### config.mk
export PLATFORM = sky130hd
export DESIGN_NAME = lsu_mem_master
export DESIGN_NICKNAME = d
export VERILOG_FILES = /design/src/rtl/lsu_pkg.sv /design/src/rtl/lsu_lane_align.sv /design/src/rtl/lsu_mem_master.sv
export SDC_FILE = /design/constraint.sdc
export NUM_CORES = 1
export LEC_CHECK = 0
export BUFFER_PORTS_ARGS = -buffer_cell sky130_fd_sc_hd__buf_2
export CAP_MARGIN = 0
export CELL_PAD_IN_SITES_DETAIL_PLACEMENT = 1
export CELL_PAD_IN_SITES_GLOBAL_PLACEMENT = 1
export CORE_MARGIN = 8
export CORE_UTILIZATION = 48
export CTS_CLUSTER_DIAMETER = 50
export CTS_CLUSTER_SIZE = 25
export DETAILED_ROUTE_END_ITERATION = 10
export GPL_TIMING_DRIVEN = 1
export PLACE_DENSITY = 0.86
export SETUP_SLACK_MARGIN = 0.15
export SYNTH_ARGS = -nofsm -noshare
export SYNTH_HDL_FRONTEND = slang
export SYNTH_HIERARCHICAL = 1
export SYNTH_SLANG_ARGS = --single-unit
### constraint.sdc
create_clock -name clk -period 12.23 [get_ports clk]
set_input_delay 0.6115 -clock clk [delete_from_list [all_inputs] [get_ports clk]]
set_output_delay 0.6115 -clock clk [all_outputs]
set_load 0.05 [all_outputs]
### src/rtl/lsu_pkg.sv
// lsu_pkg: shared encodings for the load/store memory master.
// Memop codes, FSM states, lane-size masks and a legality helper.
package lsu_pkg;

   localparam logic [2:0] MOP_B  = 3'b000;
   localparam logic [2:0] MOP_H  = 3'b001;
   localparam logic [2:0] MOP_W  = 3'b010;
   localparam logic [2:0] MOP_BU = 3'b100;
   localparam logic [2:0] MOP_HU = 3'b101;

   localparam logic [3:0] LANE_B = 4'b0001;
   localparam logic [3:0] LANE_H = 4'b0011;
   localparam logic [3:0] LANE_W = 4'b1111;

   typedef enum logic [1:0] {
      ST_IDLE = 2'd0,
      ST_ACC0 = 2'd1,
      ST_ACC1 = 2'd2,
      ST_FIN  = 2'd3
   } lsu_state_e;

   function automatic logic mop_legal(
      input logic       we,
      input logic [2:0] mop
   );
      logic ok;
      ok = 1'b0;
      unique case (1'b1)
         (mop == MOP_B),
         (mop == MOP_H),
         (mop == MOP_W):  ok = 1'b1;
         (mop == MOP_BU),
         (mop == MOP_HU): ok = ~we;
         default:         ok = 1'b0;
      endcase
      return ok;
   endfunction

endpackage

### src/rtl/lsu_lane_align.sv
// lsu_lane_align: byte-lane steering for stores, merge/extend for loads.
// Purely combinational; the top picks which request fields feed it.
module lsu_lane_align
   import lsu_pkg::*;
(
   input  logic [2:0]  memop,
   input  logic [1:0]  off,
   input  logic [31:0] wdata,
   input  logic [31:0] word_lo,
   input  logic [31:0] word_hi,
   output logic [7:0]  lanes8,
   output logic        split,
   output logic [31:0] wdata0,
   output logic [31:0] wdata1,
   output logic [31:0] ldata
);

   logic [3:0]  size_m;
   logic [4:0]  sh0;
   logic [5:0]  sh1;
   logic [31:0] merged;

   // Access size decode; low two memop bits carry the width.
   always_comb begin
      size_m = LANE_W;
      unique case (1'b1)
         (memop[1:0] == 2'b00): size_m = LANE_B;
         (memop[1:0] == 2'b01): size_m = LANE_H;
         default:               size_m = LANE_W;
      endcase
   end

   assign sh0    = {off, 3'b000};
   assign sh1    = 6'd32 - {1'b0, sh0};
   assign lanes8 = {4'b0000, size_m} << off;
   assign split  = |lanes8[7:4];
   assign wdata0 = wdata << sh0;
   assign wdata1 = wdata >> sh1;
   assign merged = 32'({word_hi, word_lo} >> sh0);

   // Sign or zero extend the right-justified load value.
   always_comb begin
      ldata = merged;
      unique case (1'b1)
         (memop == MOP_B):
            ldata = {{24{merged[7]}}, merged[7:0]};
         (memop == MOP_BU):
            ldata = {24'h0, merged[7:0]};
         (memop == MOP_H):
            ldata = {{16{merged[15]}}, merged[15:0]};
         (memop == MOP_HU):
            ldata = {16'h0, merged[15:0]};
         default:
            ldata = merged;
      endcase
   end

endmodule

### src/rtl/lsu_mem_master.sv
// lsu_mem_master: MEM-stage load/store initiator for the data RAM.
// Splits misaligned accesses into two words; one response per request.
module lsu_mem_master
   import lsu_pkg::*;
#(
   parameter int MEM_AW = 15,
   parameter int XLEN   = 32
) (
   input  logic              clk,
   input  logic              rst_n,
   input  logic              req_valid,
   output logic              req_ready,
   input  logic              req_we,
   input  logic [2:0]        req_memop,
   input  logic [XLEN-1:0]   req_addr,
   input  logic [XLEN-1:0]   req_wdata,
   output logic              rsp_valid,
   output logic [XLEN-1:0]   rsp_data,
   output logic              rsp_err,
   output logic [MEM_AW-1:0] mem_addr,
   output logic [XLEN-1:0]   mem_wdata,
   output logic [3:0]        mem_wmask,
   output logic              mem_we,
   output logic              mem_re,
   input  logic [XLEN-1:0]   mem_rdata
);

   lsu_state_e state_q, state_d;

   logic              we_q, we_d;
   logic [2:0]        memop_q, memop_d;
   logic [1:0]        off_q, off_d;
   logic [XLEN-1:0]   wdata_q, wdata_d;
   logic [MEM_AW-1:0] w0_q, w0_d;
   logic              split_q, split_d;
   logic              err_q, err_d;
   logic [XLEN-1:0]   lo_q, lo_d;

   logic [MEM_AW-1:0] mem_addr_q, mem_addr_d;
   logic [XLEN-1:0]   mem_wdata_q, mem_wdata_d;
   logic [3:0]        mem_wmask_q, mem_wmask_d;
   logic              mem_we_q, mem_we_d;
   logic              mem_re_q, mem_re_d;
   logic              rsp_valid_q, rsp_valid_d;
   logic [XLEN-1:0]   rsp_data_q, rsp_data_d;
   logic              rsp_err_q, rsp_err_d;

   logic [2:0]        a_memop;
   logic [1:0]        a_off;
   logic [XLEN-1:0]   a_wdata;
   logic [XLEN-1:0]   a_lo;
   logic [XLEN-1:0]   a_hi;
   logic [7:0]        a_lanes8;
   logic              a_split;
   logic [XLEN-1:0]   a_wdata0;
   logic [XLEN-1:0]   a_wdata1;
   logic [XLEN-1:0]   a_ldata;
   logic              req_legal;
   logic              addr_unused;

   assign addr_unused = ^req_addr[XLEN-1:MEM_AW+2];
   assign req_legal   = mop_legal(req_we, req_memop);

   // Aligner sees the live request at accept, captured fields after.
   always_comb begin
      a_memop = memop_q;
      a_off   = off_q;
      a_wdata = wdata_q;
      if (state_q == ST_IDLE) begin
         a_memop = req_memop;
         a_off   = req_addr[1:0];
         a_wdata = req_wdata;
      end
   end

   assign a_lo = split_q ? lo_q : mem_rdata;
   assign a_hi = split_q ? mem_rdata : '0;

   lsu_lane_align u_align (
      .memop   (a_memop),
      .off     (a_off),
      .wdata   (a_wdata),
      .word_lo (a_lo),
      .word_hi (a_hi),
      .lanes8  (a_lanes8),
      .split   (a_split),
      .wdata0  (a_wdata0),
      .wdata1  (a_wdata1),
      .ldata   (a_ldata)
   );

   // Next state plus next values of every registered output.
   always_comb begin
      state_d     = state_q;
      we_d        = we_q;
      memop_d     = memop_q;
      off_d       = off_q;
      wdata_d     = wdata_q;
      w0_d        = w0_q;
      split_d     = split_q;
      err_d       = err_q;
      lo_d        = lo_q;
      mem_addr_d  = mem_addr_q;
      mem_wdata_d = mem_wdata_q;
      mem_wmask_d = '0;
      mem_we_d    = 1'b0;
      mem_re_d    = 1'b0;
      rsp_valid_d = 1'b0;
      rsp_data_d  = rsp_data_q;
      rsp_err_d   = rsp_err_q;
      unique case (state_q)
         ST_IDLE: begin
            if (req_valid) begin
               we_d       = req_we;
               memop_d    = req_memop;
               off_d      = req_addr[1:0];
               wdata_d    = req_wdata;
               w0_d       = req_addr[MEM_AW+1:2];
               split_d    = req_legal & a_split;
               err_d      = ~req_legal;
               mem_addr_d = req_addr[MEM_AW+1:2];
               if (req_legal && req_we) begin
                  mem_we_d    = 1'b1;
                  mem_wmask_d = a_lanes8[3:0];
                  mem_wdata_d = a_wdata0;
               end else if (req_legal) begin
                  mem_re_d = 1'b1;
               end
               state_d = ST_ACC0;
            end
         end
         ST_ACC0: begin
            state_d = ST_FIN;
            if (split_q) begin
               state_d    = ST_ACC1;
               mem_addr_d = w0_q + 1'b1;
               if (we_q) begin
                  mem_we_d    = 1'b1;
                  mem_wmask_d = a_lanes8[7:4];
                  mem_wdata_d = a_wdata1;
               end else begin
                  mem_re_d = 1'b1;
               end
            end
         end
         ST_ACC1: begin
            lo_d    = mem_rdata;
            state_d = ST_FIN;
         end
         ST_FIN: begin
            rsp_valid_d = 1'b1;
            rsp_err_d   = err_q;
            rsp_data_d  = (we_q | err_q) ? '0 : a_ldata;
            state_d     = ST_IDLE;
         end
         default: state_d = ST_IDLE;
      endcase
   end

   // State, request capture and registered outputs.
   always_ff @(posedge clk or negedge rst_n) begin
      if (!rst_n) begin
         state_q     <= ST_IDLE;
         we_q        <= 1'b0;
         memop_q     <= '0;
         off_q       <= '0;
         wdata_q     <= '0;
         w0_q        <= '0;
         split_q     <= 1'b0;
         err_q       <= 1'b0;
         lo_q        <= '0;
         mem_addr_q  <= '0;
         mem_wdata_q <= '0;
         mem_wmask_q <= '0;
         mem_we_q    <= 1'b0;
         mem_re_q    <= 1'b0;
         rsp_valid_q <= 1'b0;
         rsp_data_q  <= '0;
         rsp_err_q   <= 1'b0;
      end else begin
         state_q     <= state_d;
         we_q        <= we_d;
         memop_q     <= memop_d;
         off_q       <= off_d;
         wdata_q     <= wdata_d;
         w0_q        <= w0_d;
         split_q     <= split_d;
         err_q       <= err_d;
         lo_q        <= lo_d;
         mem_addr_q  <= mem_addr_d;
         mem_wdata_q <= mem_wdata_d;
         mem_wmask_q <= mem_wmask_d;
         mem_we_q    <= mem_we_d;
         mem_re_q    <= mem_re_d;
         rsp_valid_q <= rsp_valid_d;
         rsp_data_q  <= rsp_data_d;
         rsp_err_q   <= rsp_err_d;
      end
   end

   assign req_ready = (state_q == ST_IDLE);
   assign rsp_valid = rsp_valid_q;
   assign rsp_data  = rsp_data_q;
   assign rsp_err   = rsp_err_q;
   assign mem_addr  = mem_addr_q;
   assign mem_wdata = mem_wdata_q;
   assign mem_wmask = mem_wmask_q;
   assign mem_we    = mem_we_q;
   assign mem_re    = mem_re_q;

endmodule

==> results of run 1 <==
[registers in the layout, summed over array words and instances, names as in the netlist, 2 cells and up]
name,flops
w0_q,15
memop_q,3
state_q,2
lo_q,32
off_q,2
mem_wdata,32
mem_wmask,4
wdata_q,32
rsp_data,32
mem_addr,15
[per-stage QoR]
step | instance area, um^2 | setup slack [ps] | util, % | std cells
floorplan | 10900 | 7740 | - | 992
global placement | 11900 | 7380 | 52.7 | 1387
detailed placement | 11900 | 7260 | 52.7 | 1387
CTS | 12500 | 7210 | 55.4 | 1418
global route | 12500 | 6910 | 55.4 | 1420
finish | 12500 | 7260 | 55.4 | 1420
[worst max-delay path by stage]
stage / slack (ps) / startpoint / end
finish: 7260 / state_q[0] / mem_wdata[31]
global route: 6910 / state_q[1] / mem_wdata[31]
CTS: 7210 / state_q[1] / mem_wdata[31]
detailed placement: 7260 / state_q[1] / mem_wdata[31]
global placement: 7380 / state_q[0] / mem_wdata[30]
floorplan: 7740 / state_q[0] / mem_wdata[31]
[layout make-up]
class	instances	area [um^2]	area share, %
multi-input combinational	700	5990	48.0
sequential	176	4410	35.3
timing repair buffer	187	972	7.79
clock buffer	19	443	3.55
tap	285	357	2.86
clock inverter	12	156	1.25
inverter	39	146	1.17
antenna	2	5.00	0.0401
[cell usage in the layout (no fill, tap or decap), types with 3 or more instances in the layout]
cell / n
nor2_1: 33
dfrtp_1: 175
clkinv_2: 3
buf_2: 174
inv_6: 4
xor2_1: 4
bufinv_16: 3
clkbuf_16: 17
mux2_2: 180
nand2b_1: 11
a21oi_1: 29
a2bb2oi_1: 4
o211ai_1: 3
a22o_1: 4
nand3_1: 16
and2_1: 42
nor2b_1: 18
a211oi_1: 25
mux2i_1: 35
mux4_2: 34
xnor2_1: 9
nor4_1: 3
buf_4: 12
ha_1: 4
o21ai_2: 10
nand4_1: 4
mux2_4: 31
nand2_1: 98
o21ai_0: 65
o21ai_1: 7
inv_1: 39
and3_1: 3
o22a_1: 4
[per-layer routing]
layer | wire, um | GRT usage, %
met1 | 14100 | 30.7
met4 | 529 | 5.76
met2 | 15100 | 36.2
met3 | 1590 | 5.01
met5 | 18 | 0
==> metrics.cfg, run 1 <==
[outcome]
status=complete, no violations

[timing]
drv_slew=0
relSlewSlack_pct=26.6
clock.fmax_mhz=201
hold_viol=0
fin_skew_ps=10.1
tightest_slew_ps=1100
period_needed_ps=4970
setup_viol=0
rsz0062_at_grt=false
fin_crit_sh_pct=40.7
whs_ps=235
fin_tns_setup_ps=0

[worst_setup_path]
worstPathRequired_ps=12530
crit_top_cell=mux2_2
cp-end-kind=flop
cp-start-kind=flop
slowest_delay_ps=1030
critPathTopFamily=buffers and inverters
crit_type=flop to flop
r2r_cells=12
cp_cell_sequence=inv_1, ha_2, buf_4, mux2_2, buf_4, inv_1, ha_1, or2_0, nor2_1, and2_1, mux2_2, mux2_2
r2r-end=mem_wdata[31]
arrival_ps=5280
critPathSlowestCell=ha_1
r2r_slack_ps=7260
path_max_fanout=62
critical_path_buf_inv_count=4
r2r_start=state_q[0]
cp.depth=12

[floorplan]
die_w_um=167
die-area_um2=27900
initial_utilization_pct=48.6
io_pins=191
coreArea_um2=22500
rows=55
fp.dieH_um=167

[clock_tree]
cts_num_sinks=176
cts-root-buf=clkbuf_16
cts_tree=built
insertion_delay_ps=430
postCtsHoldBufs=0
clk_path_buf_depth=2
clkTransAtPathRegs_ps=70
cts_max_level=4
cts_resized=0
cts_setup_buffers=0
numCtsBuffers=17

[flow_run]
maxCapViolations=0

[layout]
layout.nets=1230
layout-drive-gt1-share_pct=42.8
synthToLayoutAreaGrowth_pct=14.0
nFillCells=2458

[synthesis]
synthCells=992
syn_avg_cell_area_um2=11.0
ys_warn_count=6
syn-cell-area_um2=10900
syn_nets=1101

[global_route]
antenna_found_initial=4
grt_max_degree=98
grt_pass1_wl_um=50500
grt_use_total_pct=22.7
grt_overflow=0
grt_pass1_vias=8782

[detailed_routing]
postRouteAntennaNets=0
num_vias=8195
drt_iter0_markers=745
wl_um=31300
via_per_inst=5.77
first_pass_iters=4
routedWlPerCell_um=22.1
drcViolationCount=0

[place]
place_congestion=0.816
hpwl_um=22100
port_buffers=175

[hold_path]
hold_class=input port to asynchronous set/reset pin

Power of run 1 is not shown: default switching activity piles up to over one toggle a cycle in this logic, so the estimate is an artifact.
==> inputs of run 2 (changes only) <==
--- a/config.mk
+++ b/config.mk
@@ -10,12 +10,12 @@
 export CELL_PAD_IN_SITES_DETAIL_PLACEMENT = 1
 export CELL_PAD_IN_SITES_GLOBAL_PLACEMENT = 1
 export CORE_MARGIN = 8
-export CORE_UTILIZATION = 48
+export CORE_UTILIZATION = 45
 export CTS_CLUSTER_DIAMETER = 50
 export CTS_CLUSTER_SIZE = 25
 export DETAILED_ROUTE_END_ITERATION = 10
 export GPL_TIMING_DRIVEN = 1
-export PLACE_DENSITY = 0.86
+export PLACE_DENSITY = 0.81
 export SETUP_SLACK_MARGIN = 0.15
 export SYNTH_ARGS = -nofsm -noshare
 export SYNTH_HDL_FRONTEND = slang
==> constraint.sdc (replaced) <==
create_clock -name clk -period 4.83 [get_ports clk]
set_input_delay 0.2415 -clock clk [delete_from_list [all_inputs] [get_ports clk]]
set_output_delay 0.2415 -clock clk [all_outputs]
set_load 0.05 [all_outputs]
==> run 2 against run 1 <==
  * Global-route usage decreased by 1.1 points
  * Die area up 6.0%
  * Register-to-register slack worse by 6100 ps
  * Sequential share of layout area decreased by 0.25 points
  * Non-clock buffer count grew 6
  * Wire length grew 0.48%
  * Critical endpoint is now mem_wdata[27]
  * Largest cell class unchanged
==> metrics.cfg, run 2 (synthesized netlist as in run 1, its figures left out) <==
[hold_path]
hold_class=input port to flop
whs_path_depth=2
hold_start=mem_rdata[30]

[floorplan]
io_pins=191  ; unchanged
rows=57  ; +3.6%
die_w_um=172  ; +3.0%
fp.dieH_um=172  ; +3.0%
coreArea_um2=24100  ; +7.1%
die-area_um2=29500  ; +6.0%
initial_utilization_pct=45.4  ; -3.2 points

[clock_tree]
cts_setup_buffers=0  ; unchanged
postCtsHoldBufs=1  ; +1
numCtsBuffers=17  ; unchanged
cts_num_sinks=176  ; unchanged
cts_max_level=4  ; unchanged
cts_resized=0  ; unchanged
clk_path_buf_depth=2  ; unchanged
insertion_delay_ps=440  ; about the same
cts-root-buf=clkbuf_16
cts_tree=built
clkTransAtPathRegs_ps=70  ; about the same

[worst_setup_path]
worstPathRequired_ps=5200  ; -7330 ps
crit_type=flop to flop
cp-start-kind=flop
arrival_ps=4030  ; -1250 ps
cp-end-kind=flop
r2r_start=state_q[0]
critPathSlowestCell=ha_2
critPathTopFamily=adder cells
cp.depth=12  ; unchanged
r2r_cells=12  ; unchanged
crit_start=state_q[0]
cp_cell_sequence=inv_1, ha_2, mux2_4, inv_1, ha_1, buf_4, or2_0, buf_4, nor2_1, and2_1, mux2_2, mux2_4
slowest_delay_ps=600  ; -430 ps
critical_path_buf_inv_count=4  ; unchanged
path_max_fanout=30  ; -52%

[detailed_routing]
first_pass_iters=4  ; unchanged
drt_iter0_markers=552  ; -26%
via_per_inst=5.58  ; -3.3%
postRouteAntennaNets=0  ; unchanged
wl_um=31500  ; +0.48%
num_vias=8195  ; unchanged
drcViolationCount=0  ; unchanged
routedWlPerCell_um=21.4  ; -2.9%

[place]
place_congestion=0.801  ; -1.8%
hpwl_um=22500  ; +1.9%
port_buffers=175  ; unchanged
dpl_cell_area_um2=12000  ; +0.73%

[layout]
layout.nets=1236  ; +0.49%
multi_input_area_um2=5990  ; unchanged
fin_area_um2=12600  ; +0.70%
layout-drive-gt1-share_pct=43.2  ; +0.35 points
final_cell_mix=mux2_2, dfrtp_1, buf_2, nand2_1, o21ai_0
final_common_cell=mux2_2
synthToLayoutAreaGrowth_pct=14.8
nFillCells=2659  ; +8.2%
seqCellArea_um2=4410  ; unchanged

[global_route]
grt_use_total_pct=21.6  ; -1.1 points
grt_pass1_wl_um=49800  ; -1.3%
grt_overflow=0  ; unchanged
grt_pass1_vias=8806  ; +0.27%
grt_max_degree=73  ; -26%
antenna_found_initial=7  ; +3

[timing]
hold_viol=0  ; unchanged
drv_slew=0  ; unchanged
rsz0062_at_grt=false
tightest_slew_ps=1120  ; +16.4 ps
relSlewSlack_pct=25.5  ; -1.1 points
fin_crit_sh_pct=75.6  ; +35 points
clock.fmax_mhz=274  ; +36%
period_needed_ps=3650  ; -1320 ps
fin_skew_ps=15.6  ; +5.50 ps
setup_viol=0  ; unchanged
fin_tns_setup_ps=0  ; unchanged

[flow_run]
maxCapViolations=0  ; unchanged

[outcome]
status=complete, no violations

[run 2: changes by cell type in the layout (fill, tap and decap cells not counted), sizes merged]
cell,delta
bufinv,-2
clkinvlp,+1
diode,+3
clkinv,+2
buf,+5
dlygate4sd3,+1
[run 2: worst paths after layout]
check                      slack, ps       endpoint
max                             1180  mem_wdata[27]
min                               50       lo_q[30]
max reg2reg                     1180  mem_wdata[27]
min reg2reg                      480    mem_addr[3]
max in group asynchronous       3200       lo_q[19]
min in group asynchronous        370   rsp_data[13]
[run 2: final cells by class]
cell class | count | share of cell area [%]
Inverter | 39 | 1.17
Tap cell | 324 | 3.23
Timing Repair Buffer | 193 | 8.12
Antenna cell | 5 | 0.0996
Clock buffer | 19 | 3.61
Clock inverter | 13 | 1.04
Multi-Input combinational cell | 700 | 47.7
Sequential cell | 176 | 35.1
[run 2: layer usage]
| layer | routed length, um | GRT usage, % | up-vias |
|---|---|---|---|
| met1 | 13900 | 29.1 | 4162 |
| li1 | - | - | 3790 |
| met3 | 1900 | 4.47 | 34 |
| met5 | 45 | 0 | - |
| met4 | 524 | 7.38 | 6 |
| met2 | 15100 | 34.2 | 203 |
[run 2: worst register-to-register path, delay by kind of cell, from the launching register on]
family	cells	cell delay, ps
DFF	1	410
muxes	3	660
and+or+nand+nor	3	870
buffers and inverters	4	770
adders and majority gates	2	880
[run 2: metrics by stage]
| stage | utilization, % | setup slack, ps | hold slack [ps] | std cells |
|---|---|---|---|---|
| finish | 52.1 | 1180 | 51.1 | 1469 |
| global route | 52.1 | 978 | 44.1 | 1468 |
| CTS | 52.1 | 1180 | 32.0 | 1464 |
| detailed placement | 49.6 | 1230 | 293 | 1431 |
| global placement | 49.6 | 1320 | 287 | 1431 |
| floorplan | - | 342 | -54.1 | 992 |
Power of run 2 is left out for the same reason.
==> inputs of run 3 (changes only) <==
--- a/config.mk
+++ b/config.mk
@@ -5,17 +5,18 @@
 export SDC_FILE = /design/constraint.sdc
 export NUM_CORES = 1
 export LEC_CHECK = 0
+export ABC_AREA = 1
 export BUFFER_PORTS_ARGS = -buffer_cell sky130_fd_sc_hd__buf_2
 export CAP_MARGIN = 0
 export CELL_PAD_IN_SITES_DETAIL_PLACEMENT = 1
 export CELL_PAD_IN_SITES_GLOBAL_PLACEMENT = 1
 export CORE_MARGIN = 8
-export CORE_UTILIZATION = 45
+export CORE_UTILIZATION = 36
 export CTS_CLUSTER_DIAMETER = 50
 export CTS_CLUSTER_SIZE = 25
 export DETAILED_ROUTE_END_ITERATION = 10
 export GPL_TIMING_DRIVEN = 1
-export PLACE_DENSITY = 0.81
+export PLACE_DENSITY = 0.76
 export SETUP_SLACK_MARGIN = 0.15
 export SYNTH_ARGS = -nofsm -noshare
 export SYNTH_HDL_FRONTEND = slang
==> constraint.sdc (replaced) <==
create_clock -name clk -period 2.9 [get_ports clk]
set_input_delay 0.145 -clock clk [delete_from_list [all_inputs] [get_ports clk]]
set_output_delay 0.145 -clock clk [all_outputs]
set_load 0.05 [all_outputs]
==> run 3 against run 2 <==
  * Critical path depth increased by 2
  * Utilization fell by 7.5 points
  * Sequential share of layout area shrank 1.7 points
==> metrics.cfg, run 3 <==
[outcome]
status=complete, no violations

[detailed_routing]
num_vias=11100  ; +35%
via_per_inst=5.16  ; -7.6%
drcViolationCount=0  ; unchanged
postRouteAntennaNets=0  ; unchanged
routedWlPerCell_um=18.0  ; -16%
drt_iter0_markers=727  ; +32%
wl_um=38600  ; +23%
first_pass_iters=4  ; unchanged

[global_route]
grt_pass1_vias=11800  ; +33%
grt_use_total_pct=21.6  ; about the same
grt_overflow=0  ; unchanged
antenna_found_initial=2  ; -5
grt_max_degree=108  ; +48%
grt_pass1_wl_um=62000  ; +24%

[worst_setup_path]
crit_top_cell=nand2_1
critPathTopFamily=simple AND/OR/NAND/NOR gates
cp-start-kind=flop
cp-end-kind=flop
crit_type=flop to flop
cp_cell_sequence=inv_2, ha_4, inv_8, nand2_1, o21ai_4, inv_4, ha_4, or2_1, buf_6, nor2_1, nand2_1, nand2_1, nand3_1, nand2_1
slowest_delay_ps=420  ; -180 ps
critical_path_buf_inv_count=4  ; unchanged
worstPathRequired_ps=3260  ; -1940 ps
critPathSlowestCell=dfrtp_1
path_max_fanout=32  ; +6.7%
arrival_ps=2880  ; -1150 ps

[floorplan]
io_pins=191  ; unchanged
coreArea_um2=29600  ; +23%
fp.dieH_um=189  ; +10%
initial_utilization_pct=36.5  ; -8.9 points
rows=63  ; +11%
die-area_um2=35800  ; +21%
die_w_um=189  ; +10%

[hold_path]
hold_class=input port to flop

[place]
dpl.cell_count=2050  ; +43%
port_buffers=175  ; unchanged
place_congestion=0.883  ; +10%
hpwl_um=26900  ; +19%

[flow_run]
maxCapViolations=0  ; unchanged

[timing]
whs_ps=21.2  ; -29.8 ps
clock.fmax_mhz=397  ; +45%
fin_skew_ps=13.3  ; -2.34 ps
fin_tns_setup_ps=0  ; unchanged
hold_viol=0  ; unchanged
drv_slew=0  ; unchanged
tightest_slew_ps=798  ; -318 ps
setup_viol=0  ; unchanged
fin_crit_sh_pct=86.9  ; +11 points
rsz0062_at_grt=false
relSlewSlack_pct=46.7  ; +21 points
period_needed_ps=2520  ; -1130 ps

[pwr]
power_w=0.0174
sw_frac_of_total_pct=54.7
cellLeakagePower_nw=7.02
power_frac_seq_pct=23.1
powerDensity_nw_per_um2=1320
pwr-share-clk_pct=13.5
p_sw_w=0.00950
internal-power_w=0.00788
combPwrFrac_pct=63.5
vdd_drop_max_uv=627

[layout]
layout.nets=1853  ; +50%
nFillCells=3808  ; +43%
layout-drive-gt1-share_pct=15.9  ; -27 points
final_common_cell=nand2_1
final_cell_mix=nand2_1, dfrtp_1, o21ai_0, buf_2, inv_1
final_cells=2148  ; +46%
synthToLayoutAreaGrowth_pct=22.2
final_core_util_pct=44.6  ; -7.5 points

[clock_tree]
cts_num_sinks=176  ; unchanged
cts_max_level=4  ; unchanged
clk_path_buf_depth=2  ; unchanged
insertion_delay_ps=430  ; about the same
cts-root-buf=clkbuf_16
cts_tree=built
clkTransAtPathRegs_ps=70  ; about the same
numCtsBuffers=17  ; unchanged

[synthesis]
syn_avg_cell_area_um2=6.89  ; -38%
ys_warn_count=6  ; unchanged
syn_nets=1675  ; +52%
syn-cell-area_um2=10800  ; -1.4%
synthCells=1566  ; +58%

[run 3: routing by layer]
layer	GRT usage (%)	vias to the layer above	share of wire, %
met1	25.1	5408	42
li1	-	5379	-
met2	39.0	219	51
met3	3.18	69	3.4
met4	9.20	0	3.7
met5	0	-	0
[run 3: path summary, 6_finish.rpt]
kind	from	to	slack [ps]	cells past startpoint
worst max-delay path	state_q[1]	mem_wdata[23]	380	14
worst min-delay path	req_addr[14]	w0_q[12]	20	3
worst max register to register	state_q[1]	mem_wdata[23]	380	14
worst min register to register	mem_wdata[25]	mem_wdata[25]	460	2
max in group asynchronous	rst_n	wdata_q[23]	1770	3
min in group asynchronous	rst_n	mem_addr[13]	320	2
[run 3: worst reg2reg max path, cell delays in order (launching register included)]
cell,delay (ps)
dfrtp_1,420
inv_2,90
ha_4,210
inv_8,140
nand2_1,140
o21ai_4,120
inv_4,120
ha_4,260
or2_1,220
buf_6,200
nor2_1,150
nand2_1,60
nand2_1,80
nand3_1,140
nand2_1,120
[run 3: repair_timing]
item / CTS / global route
pin swaps: 0 / 1
hold endpoints to repair: 137 / 0
hold buffers: 63 / 0
buffers inserted: 0 / 1
gates cloned: 0 / 1
setup endpoints to repair: 19 / 53
resized for setup: 1 / 7
[run 3: stage by stage]
step / setup WS [ps] / instance area (um^2)
3_5_place_dp: 144 / 11900
3_3_place_gp: 262 / 11900
6_report: 379 / 13200
5_1_grt: 176 / 13200
2_1_floorplan: 89.3 / 10900
4_1_cts: 171 / 13100
[run 3: layout make-up]
cell class	count	area, um^2	area share [%]
flip-flops and latches	176	4400	33.4
diodes	2	5.00	0.0380
clock inverters	9	97.6	0.741
multi-input cells	1100	5170	39.3
clock buffers	22	484	3.67
well taps	390	488	3.70
repair buffers	269	1830	13.9
inverters	180	691	5.24
[run 3: power by group through the flow]
stage / Combinational (W) / Sequential [W] / Clock, W
after floorplan: 0.00695 / 0.00533 / 0
after global placement: 0.0106 / 0.00400 / 0
after detailed placement: 0.0108 / 0.00404 / 0
after CTS: 0.0110 / 0.00401 / 0.00240
after global routing: 0.0123 / 0.00412 / 0.00249
final: 0.0110 / 0.00401 / 0.00234
(Power assumes the default switching activity.)
